===== src/rtl/mem_dump_reader.sv =====
// Read-only master for the data memory port: streams `count` consecutive words
// starting at `base_addr` out through a valid/ready interface.
module mem_dump_reader #(
   parameter int ADDR_LENGTH = 11,
   parameter int DATA_LENGTH = 16
) (
   input  logic                   clk,
   input  logic                   rst,
   input  logic                   start,
   input  logic [ADDR_LENGTH-1:0] base_addr,
   input  logic [ADDR_LENGTH:0]   count,
   output logic [1:0]             WrRd,
   output logic [ADDR_LENGTH-1:0] addr,
   input  logic [DATA_LENGTH-1:0] mem_data,
   output logic [DATA_LENGTH-1:0] word,
   output logic                   word_valid,
   input  logic                   word_ready,
   output logic                   busy,
   output logic                   done
);

   typedef enum logic [1:0] {
      S_IDLE,
      S_REQ,
      S_SEND,
      S_DONE
   } state_t;

   localparam logic [1:0]           CMD_IDLE  = 2'b00;
   localparam logic [1:0]           CMD_READ  = 2'b01;
   localparam logic [ADDR_LENGTH:0] ONE_WORD  = {{ADDR_LENGTH{1'b0}}, 1'b1};
   localparam logic [ADDR_LENGTH-1:0] ADDR_STEP = {{(ADDR_LENGTH-1){1'b0}}, 1'b1};

   state_t                 state_q, state_d;
   logic [ADDR_LENGTH:0]   remaining_q, remaining_d;
   logic [ADDR_LENGTH-1:0] addr_d;
   logic [DATA_LENGTH-1:0] word_d;
   logic [1:0]             wrrd_d;
   logic                   valid_d;
   logic                   busy_d;
   logic                   done_d;

   // NOTE: every signal gets a default before the case so no path can leave
   // one unassigned and infer a latch.
   always_comb begin
      state_d     = state_q;
      remaining_d = remaining_q;
      addr_d      = addr;
      word_d      = word;
      valid_d     = word_valid;
      wrrd_d      = CMD_IDLE;
      done_d      = 1'b0;

      case (state_q)
         S_IDLE: begin
            valid_d = 1'b0;
            if (start) begin
               addr_d      = base_addr;
               remaining_d = count;
               if (count == '0) begin
                  state_d = S_DONE;
               end else begin
                  wrrd_d  = CMD_READ;
                  state_d = S_REQ;
               end
            end
         end

         S_REQ: begin
            // the memory sampled addr on the negedge inside this cycle
            word_d  = mem_data;
            valid_d = 1'b1;
            state_d = S_SEND;
         end

         S_SEND: begin
            if (word_ready) begin
               remaining_d = remaining_q - ONE_WORD;
               addr_d      = addr + ADDR_STEP;
               valid_d     = 1'b0;
               if (remaining_q == ONE_WORD) begin
                  done_d  = 1'b1;
                  state_d = S_DONE;
               end else begin
                  wrrd_d  = CMD_READ;
                  state_d = S_REQ;
               end
            end
         end

         S_DONE: begin
            // A zero-count block enters DONE with done still low; it spends
            // one extra cycle here so the pulse lands one edge after start.
            if (!done) begin
               done_d = 1'b1;
            end else begin
               state_d = S_IDLE;
            end
         end

         default: state_d = S_IDLE;
      endcase

      busy_d = (state_d != S_IDLE);
   end

   // NOTE: sequential state uses non-blocking assignments so every register
   // samples the pre-edge values computed above.
   always_ff @(posedge clk) begin
      if (rst) begin
         state_q     <= S_IDLE;
         remaining_q <= '0;
         WrRd        <= CMD_IDLE;
         addr        <= '0;
         word        <= '0;
         word_valid  <= 1'b0;
         busy        <= 1'b0;
         done        <= 1'b0;
      end else begin
         state_q     <= state_d;
         remaining_q <= remaining_d;
         WrRd        <= wrrd_d;
         addr        <= addr_d;
         word        <= word_d;
         word_valid  <= valid_d;
         busy        <= busy_d;
         done        <= done_d;
      end
   end

endmodule


===== config.mk =====
export PLATFORM = sky130hd
export DESIGN_NAME = mem_dump_reader
export DESIGN_NICKNAME = d
export VERILOG_FILES = /design/src/rtl/mem_dump_reader.sv
export SDC_FILE = /design/constraint.sdc
export NUM_CORES = 1
export LEC_CHECK = 0
export ABC_AREA = 1
export CORE_ASPECT_RATIO = 0.7
export CORE_MARGIN = 2
export CORE_UTILIZATION = 50
export CTS_CLUSTER_SIZE = 8
export DETAILED_ROUTE_END_ITERATION = 10
export HOLD_SLACK_MARGIN = 0.05
export PLACE_DENSITY = 0.89
export SYNTH_ARGS = -nofsm -noshare
export SYNTH_HDL_FRONTEND = slang
export SYNTH_SLANG_ARGS = --single-unit

===== constraint.sdc =====
create_clock -name clk -period 2.9 [get_ports clk]
set_clock_uncertainty 0.05 [all_clocks]
set_input_delay 0.87 -clock clk [delete_from_list [all_inputs] [get_ports clk]]
set_output_delay 0.87 -clock clk [all_outputs]
set_load 0.005 [all_outputs]

==> results of run 1 <==
-- logic make-up (layout without fill, tap and decap cells) --
group	count (synthesis)	count (layout)	synth area share, %
and+or+nand+nor	173	173	30.88
AOI/OAI and AO/OA	80	80	18.64
buffers and inverters	53	120	10.14
DFF	45	45	36.87
xor gates and xnor gates	5	5	1.792
adders and majority gates	3	3	1.536
other	1	1	0.1535
-- per-stage QoR --
step	hold slack [ps]	cells	utilization, %
after floorplan	416.5	360	-
after global placement	432.9	476	66.64
after detailed placement	438.0	476	66.64
after CTS	451.0	484	68.47
after global routing	486.0	484	68.47
final	456.3	484	68.47
-- area by class of cell --
class                           instances  area [um2]
Fill cell                             407        1491
Clock buffer                            5       68.82
Timing Repair Buffer                   75       745.7
Tap cell                               57       71.32
Sequential cell                        45       900.9
Clock inverter                          3       17.52
Inverter                               37       138.9
Multi-Input combinational cell        262        1295
-- power breakdown --
group / total, mW / internal, mW / switching (mW)
registers: 0.738 / 0.680 / 0.0584
clock network: 0.390 / 0.167 / 0.223
logic: 0.445 / 0.220 / 0.225
-- state kept, by name, indices dropped and copies added (netlist names) --
name,cells
word,16
remaining_q,12
addr,11
state_q,2
WrRd,1
busy,1
done,1
word_valid,1
-- layout by cell type (no fill, tap or decap), types with 2 or more instances in the layout --
| master | n |
|---|---|
| xnor2_1 | 3 |
| o211ai_1 | 2 |
| a31oi_1 | 4 |
| buf_4 | 2 |
| a21oi_1 | 18 |
| a21oi_2 | 2 |
| ha_1 | 3 |
| o21bai_1 | 2 |
| nand4_1 | 4 |
| nand2_1 | 76 |
| dfxtp_1 | 45 |
| nor3_1 | 2 |
| o21ai_2 | 2 |
| clkdlybuf4s50_1 | 73 |
| clkinv_2 | 2 |
| o21ai_1 | 6 |
| o211ai_2 | 2 |
| nand3_1 | 17 |
| inv_1 | 30 |
| nor2_1 | 66 |
| clkbuf_8 | 5 |
| xor2_1 | 2 |
| inv_2 | 7 |
| o21ai_0 | 40 |
-- worst max-delay path by stage --
stage                               startpoint                           to  slack [ps]  cells after the start
after global placement                   start  remaining_q[0]$_SDFFE_PP0P_         640                      6
final                     addr[6]$_SDFFE_PP0P_                      addr[6]         670                      1
after global routing      addr[7]$_SDFFE_PP0P_                      addr[7]         620                      1
after CTS                 addr[7]$_SDFFE_PP0P_                      addr[7]         680                      1
after floorplan                       count[1]              busy$_SDFF_PP0_        1310                      8
after detailed placement                 start  remaining_q[0]$_SDFFE_PP0P_         610                      6
-- layer usage --
metal | GRT usage (%) | vias up | wire [um]
li1 | - | 1282 | -
met4 | 7.308 | 0 | 63
met5 | 0 | - | 0
met2 | 35.98 | 86 | 2672
met1 | 32.76 | 1148 | 2941
met3 | 4.756 | 7 | 411
-- worst reg2reg max path, cell delays in order, from the launching register on --
cell and delay (ps):
dfxtp_1 430, inv_2 130, nor2_8 400, inv_2 320, nand2_1 190, o21ai_1 80, o21ai_0 180, a21oi_1 60
==> impl_metrics.yaml, run 1 <==
cts:
  cts.sinks: 45
  clock_latency_ps: 300
  clockBufferDepth: 2
  ctsResizeCount: 0
  hold_buffers: 0
  cts_root_buf: "clkbuf_8"
  cts_htree_levels: 2
  cts-buffers-inserted: 5
  post_cts_buffers: 0
  cts_tree: "yes"
  clk_pin_slew_worst_paths_ps: 90
grt:
  grt_pass1_vias: 2368
  antenna_found_initial: 0
  grt_usage_pct: 23.37
  grt_max_degree: 37
  grt_pass1_wl_um: 10340
  grt.overflow.total: 0
logic_synthesis:
  synth_area_leaders: "dfxtp_1, nand2_1, nor2_1"
  postSynthCellCount: 360
  yosysWarnings: 0
  synth_edf_count: 0
  syn_nets: 406
  syn_area_um2: 2444
  synth-seq-cells: 45
  post-synth-top-count-cell: "nand2_1"
  async_reset_ff_share_pct: 0
  synth_seq_area_share_pct: 36.87
  yosysTopAreaCell: "dfxtp_1"
  synth_top_area_share_pct: 36.87
  synth_ff_type: "dfxtp_1"
  synth_common_cells: "nand2_1, nor2_1, dfxtp_1, o21ai_0, inv_1"
  syn_area_per_cell_um2: 6.788
  ys_types: 36
die:
  floorplan.initialDensity_pct: 51.67
  core.rowCount: 21
  die_y_um: 62.49
  fp.dieW_um: 87.56
  io_pins: 75
  core_area_um2: 4730
  dieArea_um2: 5471
cells_and_area:
  n_antenna_cell: 0
  drive_above_1_share_pct: 7.026
  fin_nets: 472
  area_growth_pct: 32.51
  final_area_um2: 3238
critical_path:
  cp_data_arrival_time_ps: 1310
  reg2reg_slack_ps: 960
  crit_type: "flip-flop to primary output"
  crit_path_cell_trace: "clkdlybuf4s50_1"
  cp_max_fo: 7
  cp_num_buf_inv: 1
  cp-start-kind: "flip-flop"
  timing.rr.end: "remaining_q[0]$_SDFFE_PP0P_"
  end_kind: "primary output"
  ff2ff_path_depth: 7
  max_stage_delay_ps: 550
  crit_family: "buffers and inverters"
  slowest_stage: "clkdlybuf4s50_1"
  reg2reg_from: "state_q[1]$_SDFF_PP0_"
  cp_data_required_time_ps: 1980
route:
  vias: 2523
  ant_nets: 0
  drc_errors: 0
  vias_per_cell: 5.213
  wirelength_um: 6090
  dr.first_iter.drc_count: 179
  first_pass_iters: 4
  wl_per_cell_um: 12.58
timing:
  clock.fmax_mhz: 449.0
  setup_violations: 0
  fin_crit_sh_pct: 76.80
  fin_setup_tns_ps: 0
  maxSlewViolCount: 0
  setup_ws_ps: 672.8
  rsz0062_at_grt: "false"
  fin_crit_ps: 2227
  hold_viol_final: 0
place:
  place_hpwl_um: 4330
  gp_congestion: 0.9103
  portBuffers: 73
  place_ws_ps: 608.4
  placed_cell_area_um2: 3152
worst_hold_path:
  holdCritPathClass: "flip-flop to flip-flop"
  min-delay-start: "remaining_q[9]$_SDFFE_PP0P_"
  hold_depth: 2
  hold_end: "remaining_q[9]$_SDFFE_PP0P_"
job:
  maxCapViolations: 0
pwr:
  vdd_drop_max_v: 0.0003622
  p_leak_nw: 1.400
  p_per_area_nw_per_um2: 485.8
  p_total_mw: 1.573
status:
  outcome: "complete, no violations"
Note: power is estimated with default switching activity, not from simulation.
==> run 2, diff against run 1 <==
--- a/config.mk
+++ b/config.mk
@@ -8,11 +8,11 @@
 export ABC_AREA = 1
 export CORE_ASPECT_RATIO = 0.7
 export CORE_MARGIN = 2
-export CORE_UTILIZATION = 50
+export CORE_UTILIZATION = 42
 export CTS_CLUSTER_SIZE = 8
 export DETAILED_ROUTE_END_ITERATION = 10
 export HOLD_SLACK_MARGIN = 0.05
-export PLACE_DENSITY = 0.89
+export PLACE_DENSITY = 0.8
 export SYNTH_ARGS = -nofsm -noshare
 export SYNTH_HDL_FRONTEND = slang
 export SYNTH_SLANG_ARGS = --single-unit
==> constraint.sdc (replaced) <==
create_clock -name clk -period 2 [get_ports clk]
set_clock_uncertainty 0.05 [all_clocks]
set_input_delay 0.6 -clock clk [delete_from_list [all_inputs] [get_ports clk]]
set_output_delay 0.6 -clock clk [all_outputs]
set_load 0.005 [all_outputs]
==> run 2 against run 1 <==
Effect of this change: non-clock buffer count up 4; routed wire length up 3.4%; final area up 2.9%; clock-buffer cell count up 2; total power up 56%; first-iteration DRC count down 22%; critical path depth unchanged; utilization down 9.7 points; clock power up 84%; critical endpoint is now addr[4]; largest cell class unchanged.
==> impl_metrics.yaml, run 2 (synthesized netlist as in run 1, its figures left out) <==
timing:
  setup_violations: 0
  fin_crit_ps: 1928
  fin_crit_sh_pct: 96.39
  fin_setup_tns_ps: 0
  hold_viol_final: 0
  rsz0062_at_grt: "false"
  clock.fmax_mhz: 518.7
  maxSlewViolCount: 0
critical_path:
  slowest_stage: "clkdlybuf4s50_1"
  cp_num_buf_inv: 1
  cp_max_fo: 6
  max_stage_delay_ps: 540
  end_kind: "primary output"
  cp_data_required_time_ps: 1350
  crit_type: "flip-flop to primary output"
  crit_path_cell_trace: "clkdlybuf4s50_1"
  crit_family: "buffers and inverters"
  reg2reg_slack_ps: 340
  cp-start-kind: "flip-flop"
  cp_data_arrival_time_ps: 1280
cts:
  cts_htree_levels: 2
  cts_root_buf: "clkbuf_8"
  ctsResizeCount: 0
  clock_latency_ps: 300
  clk_pin_slew_worst_paths_ps: 90
  cts.sinks: 45
  cts-buffers-inserted: 5
  hold_buffers: 0
  cts_tree: "yes"
  post_cts_buffers: 0
  clockBufferDepth: 2
grt:
  grt.overflow.total: 0
  grt_pass1_wl_um: 10410
  grt_usage_pct: 20.60
  grt_max_degree: 34
  grt_pass1_vias: 2289
  antenna_found_initial: 0
pwr:
  p_per_area_nw_per_um2: 734.7
  vdd_drop_max_v: 0.0003516
  p_leak_nw: 1.440
die:
  floorplan.initialDensity_pct: 43.10
  dieArea_um2: 6454
  core_area_um2: 5669
  die_y_um: 67.82
  io_pins: 75
  core.rowCount: 23
  fp.dieW_um: 95.17
route:
  drc_errors: 0
  wirelength_um: 6296
  wl_per_cell_um: 12.44
  dr.first_iter.drc_count: 139
  ant_nets: 0
  first_pass_iters: 5
  vias_per_cell: 4.978
  vias: 2519
cells_and_area:
  fin_nets: 476
  drive_above_1_share_pct: 7.657
  final_core_util_pct: 58.79
  n_antenna_cell: 0
  largest_reg_flops: 16
  largestRegisters: "word (16), remaining_q (12), addr (11)"
  final_cell_mix: "nand2_1, clkdlybuf4s50_1, nor2_1"
  area_growth_pct: 36.41
  regMostFlops: "word"
  final_common_cell: "nand2_1"
job:
  maxCapViolations: 0
worst_hold_path:
  holdCritPathClass: "flip-flop to flip-flop"
place:
  place_hpwl_um: 4482
  portBuffers: 73
  gp_congestion: 0.9355
status:
  outcome: "complete, no violations"
[run 2: report_power, final]
group / total (mW) / internal (mW) / switching (mW)
logic: 0.665 / 0.331 / 0.334
registers: 1.07 / 0.986 / 0.0828
clock network: 0.716 / 0.408 / 0.308
total: 2.45 / 1.72 / 0.725
[run 2: path summary, 6_finish.rpt]
kind                                                   from                           to  depth (start not counted)
worst max-delay path                   addr[4]$_SDFFE_PP0P_                      addr[4]                          1
worst min-delay path            remaining_q[9]$_SDFFE_PP0P_  remaining_q[9]$_SDFFE_PP0P_                          2
worst max register to register        state_q[1]$_SDFF_PP0_  remaining_q[0]$_SDFFE_PP0P_                          7
worst min register to register  remaining_q[9]$_SDFFE_PP0P_  remaining_q[9]$_SDFFE_PP0P_                          2
[run 2: cell type report]
class                   instances  area (um2)
clock buffers                   7       86.33
well taps                      75       93.84
multi-input cells             262        1295
flip-flops and latches         45       900.9
repair buffers                 79       788.3
fillers                       523        2336
inverters                      37       138.9
clock inverters                 1       30.03
[run 2: layer usage]
layer / track usage, % / share of wire [%] / routed length (um) / vias to the layer above
met3: 4.956 / 7.2 / 456 / 5
met2: 32.75 / 44 / 2757 / 92
met4: 7.609 / 0.84 / 53 / 0
met5: 0 / 0 / 0 / -
li1: - / - / - / 1294
met1: 27.38 / 48 / 3028 / 1128
[run 2: through the flow]
stage	setup slack, ps	power (mW)	instance area [um2]	cells	hold WS, ps
finish	72.24	2.449	3333	506	457.7
global route	14.11	2.605	3333	506	472.3
CTS	67.28	2.461	3333	506	454.0
detailed placement	10.84	1.740	3217	498	440.2
global placement	49.53	1.728	3217	498	429.0
floorplan	607.8	1.462	2444	360	416.5
==> run 3, diff against run 2 <==
--- a/config.mk
+++ b/config.mk
@@ -6,7 +6,7 @@
 export NUM_CORES = 1
 export LEC_CHECK = 0
 export ABC_AREA = 1
-export CORE_ASPECT_RATIO = 0.7
+export CORE_ASPECT_RATIO = 1.1
 export CORE_MARGIN = 2
 export CORE_UTILIZATION = 42
 export CTS_CLUSTER_SIZE = 8
==> run 3 against run 2 <==
Effect of this change: sequential power barely moved; combinational power shrank 2%; hold slack got worse by 7.9 ps; largest cell class unchanged; global-route usage fell by 0.76 points; total power decreased by 7.7%; non-clock buffer count up 2; highest routed layer unchanged; first-iteration DRC count increased by 5.8%.
==> impl_metrics.yaml, run 3 (synthesized netlist as in run 1, its figures left out) <==
status:
  outcome: "complete, no violations"
critical_path:
  crit_family: "buffers and inverters"
  cp-start-kind: "flip-flop"
  crit_path_cell_trace: "clkdlybuf4s50_1"
  cp_data_required_time_ps: 1350
  end_kind: "primary output"
  crit_type: "flip-flop to primary output"
  slowest_stage: "clkdlybuf4s50_1"
  cp_max_fo: 7
  cp_data_arrival_time_ps: 1280
  max_stage_delay_ps: 540
  cp_num_buf_inv: 1
place:
  place_hpwl_um: 4489
  gp_congestion: 0.8385
  portBuffers: 73
timing:
  fin_setup_tns_ps: 0
  clock.fmax_mhz: 518.7
  rsz0062_at_grt: "false"
  hold_ws_ps: 449.9
  maxSlewViolCount: 0
  hold_viol_final: 0
  fin_crit_sh_pct: 96.40
  fin_crit_ps: 1928
  setup_violations: 0
grt:
  grt_pass1_vias: 2441
  grt_max_degree: 33
  antenna_found_initial: 0
  grt_usage_pct: 19.84
  grt.overflow.total: 0
  grt_pass1_wl_um: 10470
route:
  vias_per_cell: 4.910
  wl_per_cell_um: 11.97
  first_pass_iters: 4
  ant_nets: 0
  dr.first_iter.drc_count: 147
  wirelength_um: 6103
  vias: 2504
  drc_errors: 0
cts:
  ctsResizeCount: 0
  post_cts_buffers: 0
  clock_latency_ps: 300
  cts_tree: "yes"
  clk_pin_slew_worst_paths_ps: 80
  cts-buffers-inserted: 5
  hold_buffers: 0
  cts_root_buf: "clkbuf_8"
  cts_htree_levels: 2
  clockBufferDepth: 2
  cts.sinks: 45
pwr:
  clkPwrFrac_pct: 24.0
  p_seq_share_pct: 47.1
  pwr-share-comb_pct: 28.9
  p_per_area_nw_per_um2: 684.8
  p_sw_share_pct: 30.82
  p_leak_nw: 1.426
  vdd_drop_max_v: 0.0004181
  p_int_mw: 1.564
  power_switching_mw: 0.6970
cells_and_area:
  multi_input_area_um2: 1295
  seqCellArea_um2: 900.9
  drive_above_1_share_pct: 7.621
  final_common_cell: "nand2_1"
  fillerInstances: 547
  final_cell_mix: "nand2_1, clkdlybuf4s50_1, nor2_1"
  area_growth_pct: 35.13
  largestRegisters: "word (16), remaining_q (12), addr (11)"
  largest_reg_flops: 16
  fin_nets: 478
  regMostFlops: "word"
  n_antenna_cell: 0
worst_hold_path:
  holdCritPathClass: "flip-flop to flip-flop"
die:
  fp.dieW_um: 76.73
  core_area_um2: 5697
  io_pins: 75
  die_y_um: 84
  core.rowCount: 29
  dieArea_um2: 6445
  floorplan.initialDensity_pct: 42.89
job:
  maxCapViolations: 0
==> run 3: changes by cell type in the layout (fill, tap and decap cells not counted) <==
cell / change
clkbuf_8: -1
buf_12: -1
clkbuf_1: +2
buf_4: +3
bufinv_16: -1
==> run 3: routing by layer <==
metal  up-vias  track usage, %  share of wire [%]
li1       1296               -                  -
met1      1129           23.14                 43
met4         0           5.620                1.0
met2        73           34.53                 49
met5         -               0                  0
met3         6           6.494                7.5
==> run 3: cell type report <==
type / instances / share of cell area, %
clock buffer: 8 / 2.425
inverter: 37 / 4.206
multi-input combinational: 262 / 39.22
sequential: 45 / 27.28
tap: 77 / 2.918
timing repair buffer: 81 / 23.95
==> run 3: power groups by stage <==
stage / combinational, mW / sequential, mW / clock [mW]
floorplan: 0.385 / 1.08 / 0
global placement: 0.641 / 1.08 / 0
detailed placement: 0.653 / 1.08 / 0
CTS: 0.659 / 1.06 / 0.568
global route: 0.738 / 1.08 / 0.599
finish: 0.654 / 1.06 / 0.542
==> run 3: path summary, 6_finish.rpt <==
kind,slack [ps],endpoint,start,cells past startpoint
worst max-delay path,70,addr[6],addr[6]$_SDFFE_PP0P_,1
worst min-delay path,450,remaining_q[11]$_SDFFE_PP0P_,remaining_q[11]$_SDFFE_PP0P_,2
worst max register to register,380,remaining_q[6]$_SDFFE_PP0P_,state_q[1]$_SDFF_PP0_,6
worst min register to register,450,remaining_q[11]$_SDFFE_PP0P_,remaining_q[11]$_SDFFE_PP0P_,2
==> run 3: per-stage QoR <==
stage | worst slack [ps] | utilization [%] | cell area [um2] | instances | power [mW]
6_report | 72.04 | 57.96 | 3302 | 510 | 2.261
2_1_floorplan | 607.8 | - | 2444 | 360 | 1.462
3_3_place_gp | 38.98 | 56.56 | 3222 | 502 | 1.721
3_5_place_dp | 10.48 | 56.56 | 3222 | 502 | 1.737
5_1_grt | 11.61 | 57.96 | 3302 | 510 | 2.413
4_1_cts | 56.90 | 57.96 | 3302 | 510 | 2.289
